--- src/rtl/register_file_32x32_pkg.sv ---
// Shared sizing constants and types for the 32x32 register file.
package register_file_32x32_pkg;

  localparam int DATA_WIDTH = 32;
  localparam int ADDR_WIDTH = 5;
  localparam int NUM_REGS   = 32;

  typedef logic [DATA_WIDTH-1:0] word_t;
  typedef logic [ADDR_WIDTH-1:0] addr_t;
  typedef logic [NUM_REGS-1:0]   onehot_t;

  localparam addr_t ZERO_REG = '0;

  function automatic logic is_zero_reg(input addr_t addr);
    return addr == ZERO_REG;
  endfunction

endpackage

--- src/rtl/register_file_32x32_if.sv ---
// Write-back and operand-read bus between the datapath and the register file.
interface register_file_32x32_if;
  import register_file_32x32_pkg::*;

  logic  we;
  addr_t write_addr;
  word_t write_data;
  addr_t read_addr1;
  addr_t read_addr2;
  word_t read_data1;
  word_t read_data2;

  modport master (
    output we, write_addr, write_data, read_addr1, read_addr2,
    input  read_data1, read_data2
  );

  modport slave (
    input  we, write_addr, write_data, read_addr1, read_addr2,
    output read_data1, read_data2
  );

endinterface

--- src/rtl/register_file_32x32_storage.sv ---
// Write-enable decoder and the 32-bit parallel-load register cell used for storage.
module decoder_5to32
  import register_file_32x32_pkg::*;
(
  input  addr_t   addr,
  input  logic    en,
  output onehot_t onehot
);

  always_comb begin
    onehot = '0;
    if (en) onehot[addr] = 1'b1;
    // Register 0 has no storage, so it never gets a write strobe.
    onehot[ZERO_REG] = 1'b0;
  end

endmodule

module reg_cell_32
  import register_file_32x32_pkg::*;
(
  input  logic  clk,
  input  logic  we,
  input  logic  rst,
  input  word_t d,
  output word_t q
);

  always_ff @(posedge clk or posedge rst) begin
    if (rst)     q <= '0;
    else if (we) q <= d;
  end

endmodule

--- src/rtl/register_file_32x32.sv ---
// 32x32 register file: one synchronous write port, two combinational read ports, r0 hardwired to zero.
// Define REGFILE_BYPASS_EN to forward same-cycle write data onto matching read ports.
module register_file_32x32
  import register_file_32x32_pkg::*;
(
  input  logic                  clk,
  input  logic                  rst,
  register_file_32x32_if.slave  bus
);

  onehot_t wr_sel;
  word_t   regs [NUM_REGS];

  decoder_5to32 u_dec (
    .addr   (bus.write_addr),
    .en     (bus.we),
    .onehot (wr_sel)
  );

  assign regs[ZERO_REG] = '0;

  for (genvar i = 1; i < NUM_REGS; i++) begin : g_reg
    reg_cell_32 u_cell (
      .clk (clk),
      .we  (wr_sel[i]),
      .rst (rst),
      .d   (bus.write_data),
      .q   (regs[i])
    );
  end

`ifdef REGFILE_BYPASS_EN
  logic bypass_ok;

  // Stored state is already zero during reset, so gating the bypass is enough.
  assign bypass_ok = !rst && bus.we && !is_zero_reg(bus.write_addr);

  assign bus.read_data1 = (bypass_ok && bus.read_addr1 == bus.write_addr) ?
                          bus.write_data : regs[bus.read_addr1];
  assign bus.read_data2 = (bypass_ok && bus.read_addr2 == bus.write_addr) ?
                          bus.write_data : regs[bus.read_addr2];
`else
  assign bus.read_data1 = regs[bus.read_addr1];
  assign bus.read_data2 = regs[bus.read_addr2];
`endif

endmodule

--- src/flat_wrapper.sv ---
// flat-port wrapper written by rule: the top's interface ports become plain ports
module register_file_32x32_flat import register_file_32x32_pkg::*;
  (clk, rst, bus_we, bus_write_addr, bus_write_data, bus_read_addr1, bus_read_addr2, bus_read_data1, bus_read_data2);
  register_file_32x32_if bus_i ();
  input  logic clk;
  input  logic rst;
  input wire logic [$bits(bus_i.we)-1:0] bus_we;
  input wire logic [$bits(bus_i.write_addr)-1:0] bus_write_addr;
  input wire logic [$bits(bus_i.write_data)-1:0] bus_write_data;
  input wire logic [$bits(bus_i.read_addr1)-1:0] bus_read_addr1;
  input wire logic [$bits(bus_i.read_addr2)-1:0] bus_read_addr2;
  output wire logic [$bits(bus_i.read_data1)-1:0] bus_read_data1;
  output wire logic [$bits(bus_i.read_data2)-1:0] bus_read_data2;
  assign bus_i.we = bus_we;
  assign bus_i.write_addr = bus_write_addr;
  assign bus_i.write_data = bus_write_data;
  assign bus_i.read_addr1 = bus_read_addr1;
  assign bus_i.read_addr2 = bus_read_addr2;
  assign bus_read_data1 = bus_i.read_data1;
  assign bus_read_data2 = bus_i.read_data2;
  register_file_32x32 u_core (.clk(clk), .rst(rst), .bus(bus_i));
endmodule
--- config.mk ---
export PLATFORM = sky130hd
export DESIGN_NAME = register_file_32x32_flat
export DESIGN_NICKNAME = d
export VERILOG_FILES = /design/src/rtl/register_file_32x32_pkg.sv /design/src/rtl/register_file_32x32_if.sv /design/src/rtl/register_file_32x32_storage.sv /design/src/rtl/register_file_32x32.sv /design/src/flat_wrapper.sv
export SDC_FILE = /design/constraint.sdc
export NUM_CORES = 2
export LEC_CHECK = 0
export BUFFER_PORTS_ARGS = -buffer_cell sky130_fd_sc_hd__buf_4
export CAP_MARGIN = 40
export CORE_ASPECT_RATIO = 0.6
export CORE_UTILIZATION = 40
export DETAILED_ROUTE_END_ITERATION = 10
export GPL_TIMING_DRIVEN = 0
export PLACE_DENSITY_LB_ADDON = 0.1
export SLEW_MARGIN = 20
export SYNTH_ARGS = -nofsm -noshare
export SYNTH_HDL_FRONTEND = slang
export SYNTH_SLANG_ARGS = --single-unit
--- constraint.sdc ---
create_clock -name clk -period 41.7 [get_ports clk]
set_input_delay 4.17 -clock clk [delete_from_list [all_inputs] [get_ports clk]]
set_output_delay 4.17 -clock clk [all_outputs]
set_load 0.005 [all_outputs]
==> flow_summary.json <==
{
  "cts_tree": "yes",
  "final_util": 0.467,
  "crit_path_end_kind": "primary output",
  "netSwitchingFraction": 0.290,
  "clk-insertion-delay-late_ns": 0.73,
  "drive_gt1_frac": 0.497,
  "combPwrFrac": 0.222,
  "critPathRequiredTime_ns": 37.53,
  "fmax_ghz": 0.0855,
  "final_cell_mix": "mux2_2, dfrtp_1, mux4_2, mux2i_1, a22o_1",
  "die_area_mm2": 0.134,
  "yosys-top-cells-area": "dfrtp_1, mux2_2, mux4_2",
  "intPower_uw": 2150,
  "cp.arrival_ns": 7.52,
  "tightestPinTransition_ns": 0.990,
  "status": "completed",
  "synth_cell_type_count": 30,
  "cts_setup_buffers": 0,
  "finalPower_uw": 3020,
  "final-setup-viol-count": 0,
  "cts.sinks": 992,
  "leakagePower_uw": 0.0268,
  "cts_root_buffer": "clkbuf_16",
  "largest_register_ff_count": 992,
  "r2r_end": "u_core.g_reg[2].u_cell.q[12]$_DFFE_PP0P_",
  "drv_slew": 0,
  "r2r_start": "u_core.g_reg[2].u_cell.q[12]$_DFFE_PP0P_",
  "p_switching_uw": 875,
  "routed_wirelength_um": 227000,
  "worstSetupStartpointType": "input port",
  "grt_remaining_overflow": 0,
  "min_to": "u_core.g_reg[20].u_cell.q[27]$_DFFE_PP0P_",
  "multi_input_area_mm2": 0.0265,
  "crit_chain": "clkbuf_1 -> buf_2 -> buf_2 -> inv_1 -> clkbuf_1 -> a211oi_1 -> o31ai_1 -> buf_4",
  "min-delay-start": "u_core.g_reg[20].u_cell.q[27]$_DFFE_PP0P_",
  "synth_area_leader_cell": "dfrtp_1",
  "grtUsageTotal": 0.338,
  "ant_nets": 0,
  "pre_cts_slack_ns": 30.11,
  "async_flop_share": 1.00,
  "numCtsBuffers": 102,
  "ctsResizeCount": 0,
  "first_iter_violations": 4459,
  "first_pass_iters": 6,
  "peakVddDrop_uv": 32.9,
  "numPortBuffers": 105,
  "clockPowerShare": 0.352,
  "power_density_mw_per_mm2": 49.2,
  "cts_buffer_depth": 3,
  "gp_congestion": 0.946,
  "netlist_area_mm2": 0.0532,
  "min_path_cells": 1,
  "crit_path_max_fanout": 10,
  "final_common_cell": "mux2_2",
  "via_per_inst": 6.47,
  "placementRows": 103,
  "power_frac_seq": 0.427,
  "fin_skew_ns": 0,
  "cts_hold_repair.buffers": 0,
  "final-hold-violation-count": 0,
  "slowest_delay_ns": 0.73,
  "path_class": "input port to primary output",
  "synth-seq-area-share": 0.467,
  "syn_inst": 3598,
  "synth_nets": 3648,
  "grt_setup_unrepaired": "no",
  "synth_edf_count": 0,
  "seqCellArea_mm2": 0.0248,
  "r2r_setup_slack_ns": 40.85,
  "slew_headroom": 0.336,
  "ys_warn_count": 0,
  "ys_seq_elements": 992,
  "die_x_um": 473,
  "fin_crit_sh": 0.280,
  "path_clk_slew_ns": 0.06,
  "drc": 0,
  "synthFlopType": "dfrtp_1",
  "top_register": "u_core.g.u_cell.q",
  "fin_setup_tns_ns": 0,
  "largestRegisters": "u_core.g.u_cell.q x992",
  "grt_pass1_vias": 36500,
  "nets": 3946,
  "crit_slowest_cell": "a211oi_1",
  "wire_per_inst_um": 39.4,
  "hpwlAfterDp_um": 166000,
  "num_vias": 37300,
  "fin_ws_ns": 30.01,
  "grt_max_degree": 96,
  "cts-htree-levels": 3,
  "hold_path_class": "flip-flop to flip-flop",
  "grt_first_pass_wirelength_um": 311000,
  "synth_top_cell_area_share": 0.467,
  "area_delta_synth_final_pct": 15.6,
  "period_needed_ns": 11.69,
  "avgSynthCellArea_um2": 14.8,
  "num_io_pins": 114,
  "fillers": 11800,
  "rr_worst_depth": 1,
  "dieHeight_um": 284,
  "antenna_found_initial": 10,
  "max-cap-violations": 0,
  "start_util": 0.404,
  "core_area_mm2": 0.132
}
==> layer usage <==
| metal | vias to the layer above | GRT usage | share of wire |
|---|---|---|---|
| li1 | 14600 | - | - |
| met3 | 395 | 0.118 | 0.11 |
| met5 | - | 0 | 0.0010 |
| met2 | 2091 | 0.436 | 0.39 |
| met1 | 20300 | 0.512 | 0.46 |
| met4 | 12 | 0.126 | 0.042 |
==> critical path: cells and delay by family <==
family,cells,cell delay (ns)
AO/OA/AOI/OAI,2,1.00
buffers and inverters,6,2.33
==> stage by stage <==
step	cell area, um2	cells	hold WS (ns)
3_3_place_gp	56200	5488	0.483
3_5_place_dp	57500	5568	0.488
2_1_floorplan	53200	3598	0.470
6_report	61500	5768	0.510
5_1_grt	61400	5765	0.528
4_1_cts	61300	5755	0.503
==> cells by family after synthesis <==
| logic type | after synthesis | share of synthesized area |
|---|---|---|
| AO/OA/AOI/OAI | 448 | 0.0632 |
| buffers and inverters | 400 | 0.0341 |
| flip-flops | 992 | 0.467 |
| multiplexers | 1632 | 0.422 |
| AND/OR/NAND/NOR | 126 | 0.0135 |
==> layout make-up <==
cell class | instances | area share
Tap cell | 1785 | 0.0363
Clock buffer | 142 | 0.0495
Inverter | 3 | 0.000305
Sequential cell | 992 | 0.404
Clock inverter | 45 | 0.0122
Timing Repair Buffer | 194 | 0.0351
Multi-Input combinational cell | 2206 | 0.432
Antenna cell | 4 | 0.000163
Buffer | 397 | 0.0306
==> worst max-delay path by stage <==
stage | from | to | depth (start not counted)
final | bus_read_addr2[2] | bus_read_data2[9] | 8
after CTS | bus_read_addr2[2] | bus_read_data2[9] | 8
after floorplan | rst | u_core.g_reg[10].u_cell.q[0]$_DFFE_PP0P_ | 1
after global placement | rst | u_core.g_reg[9].u_cell.q[15]$_DFFE_PP0P_ | 2
after global routing | bus_read_addr2[2] | bus_read_data2[9] | 8
after detailed placement | bus_read_addr2[2] | bus_read_data2[20] | 8
==> synth_stat cells, types with 6 or more instances <==
cell,n
a211oi_1,64
a22o_1,192
and2_1,66
buf_1,54
buf_2,93
buf_4,30
buf_6,11
clkbuf_1,209
dfrtp_1,992
mux2_1,35
mux2_2,1021
mux2i_1,192
mux4_2,384
nand2_1,18
nor2_1,15
nor2b_1,6
o21ai_1,64
o22ai_1,64
o31ai_1,64
==> power by group through the flow <==
| stage | registers [uW] | clock network [uW] | logic [uW] |
|---|---|---|---|
| 2_1_floorplan | 1260 | 0 | 465 |
| 3_3_place_gp | 1300 | 0 | 639 |
| 3_5_place_dp | 1300 | 0 | 660 |
| 4_1_cts | 1280 | 1070 | 662 |
| 5_1_grt | 1310 | 1110 | 702 |
| 6_report | 1290 | 1060 | 669 |
Note: power is estimated with default switching activity, not from simulation.
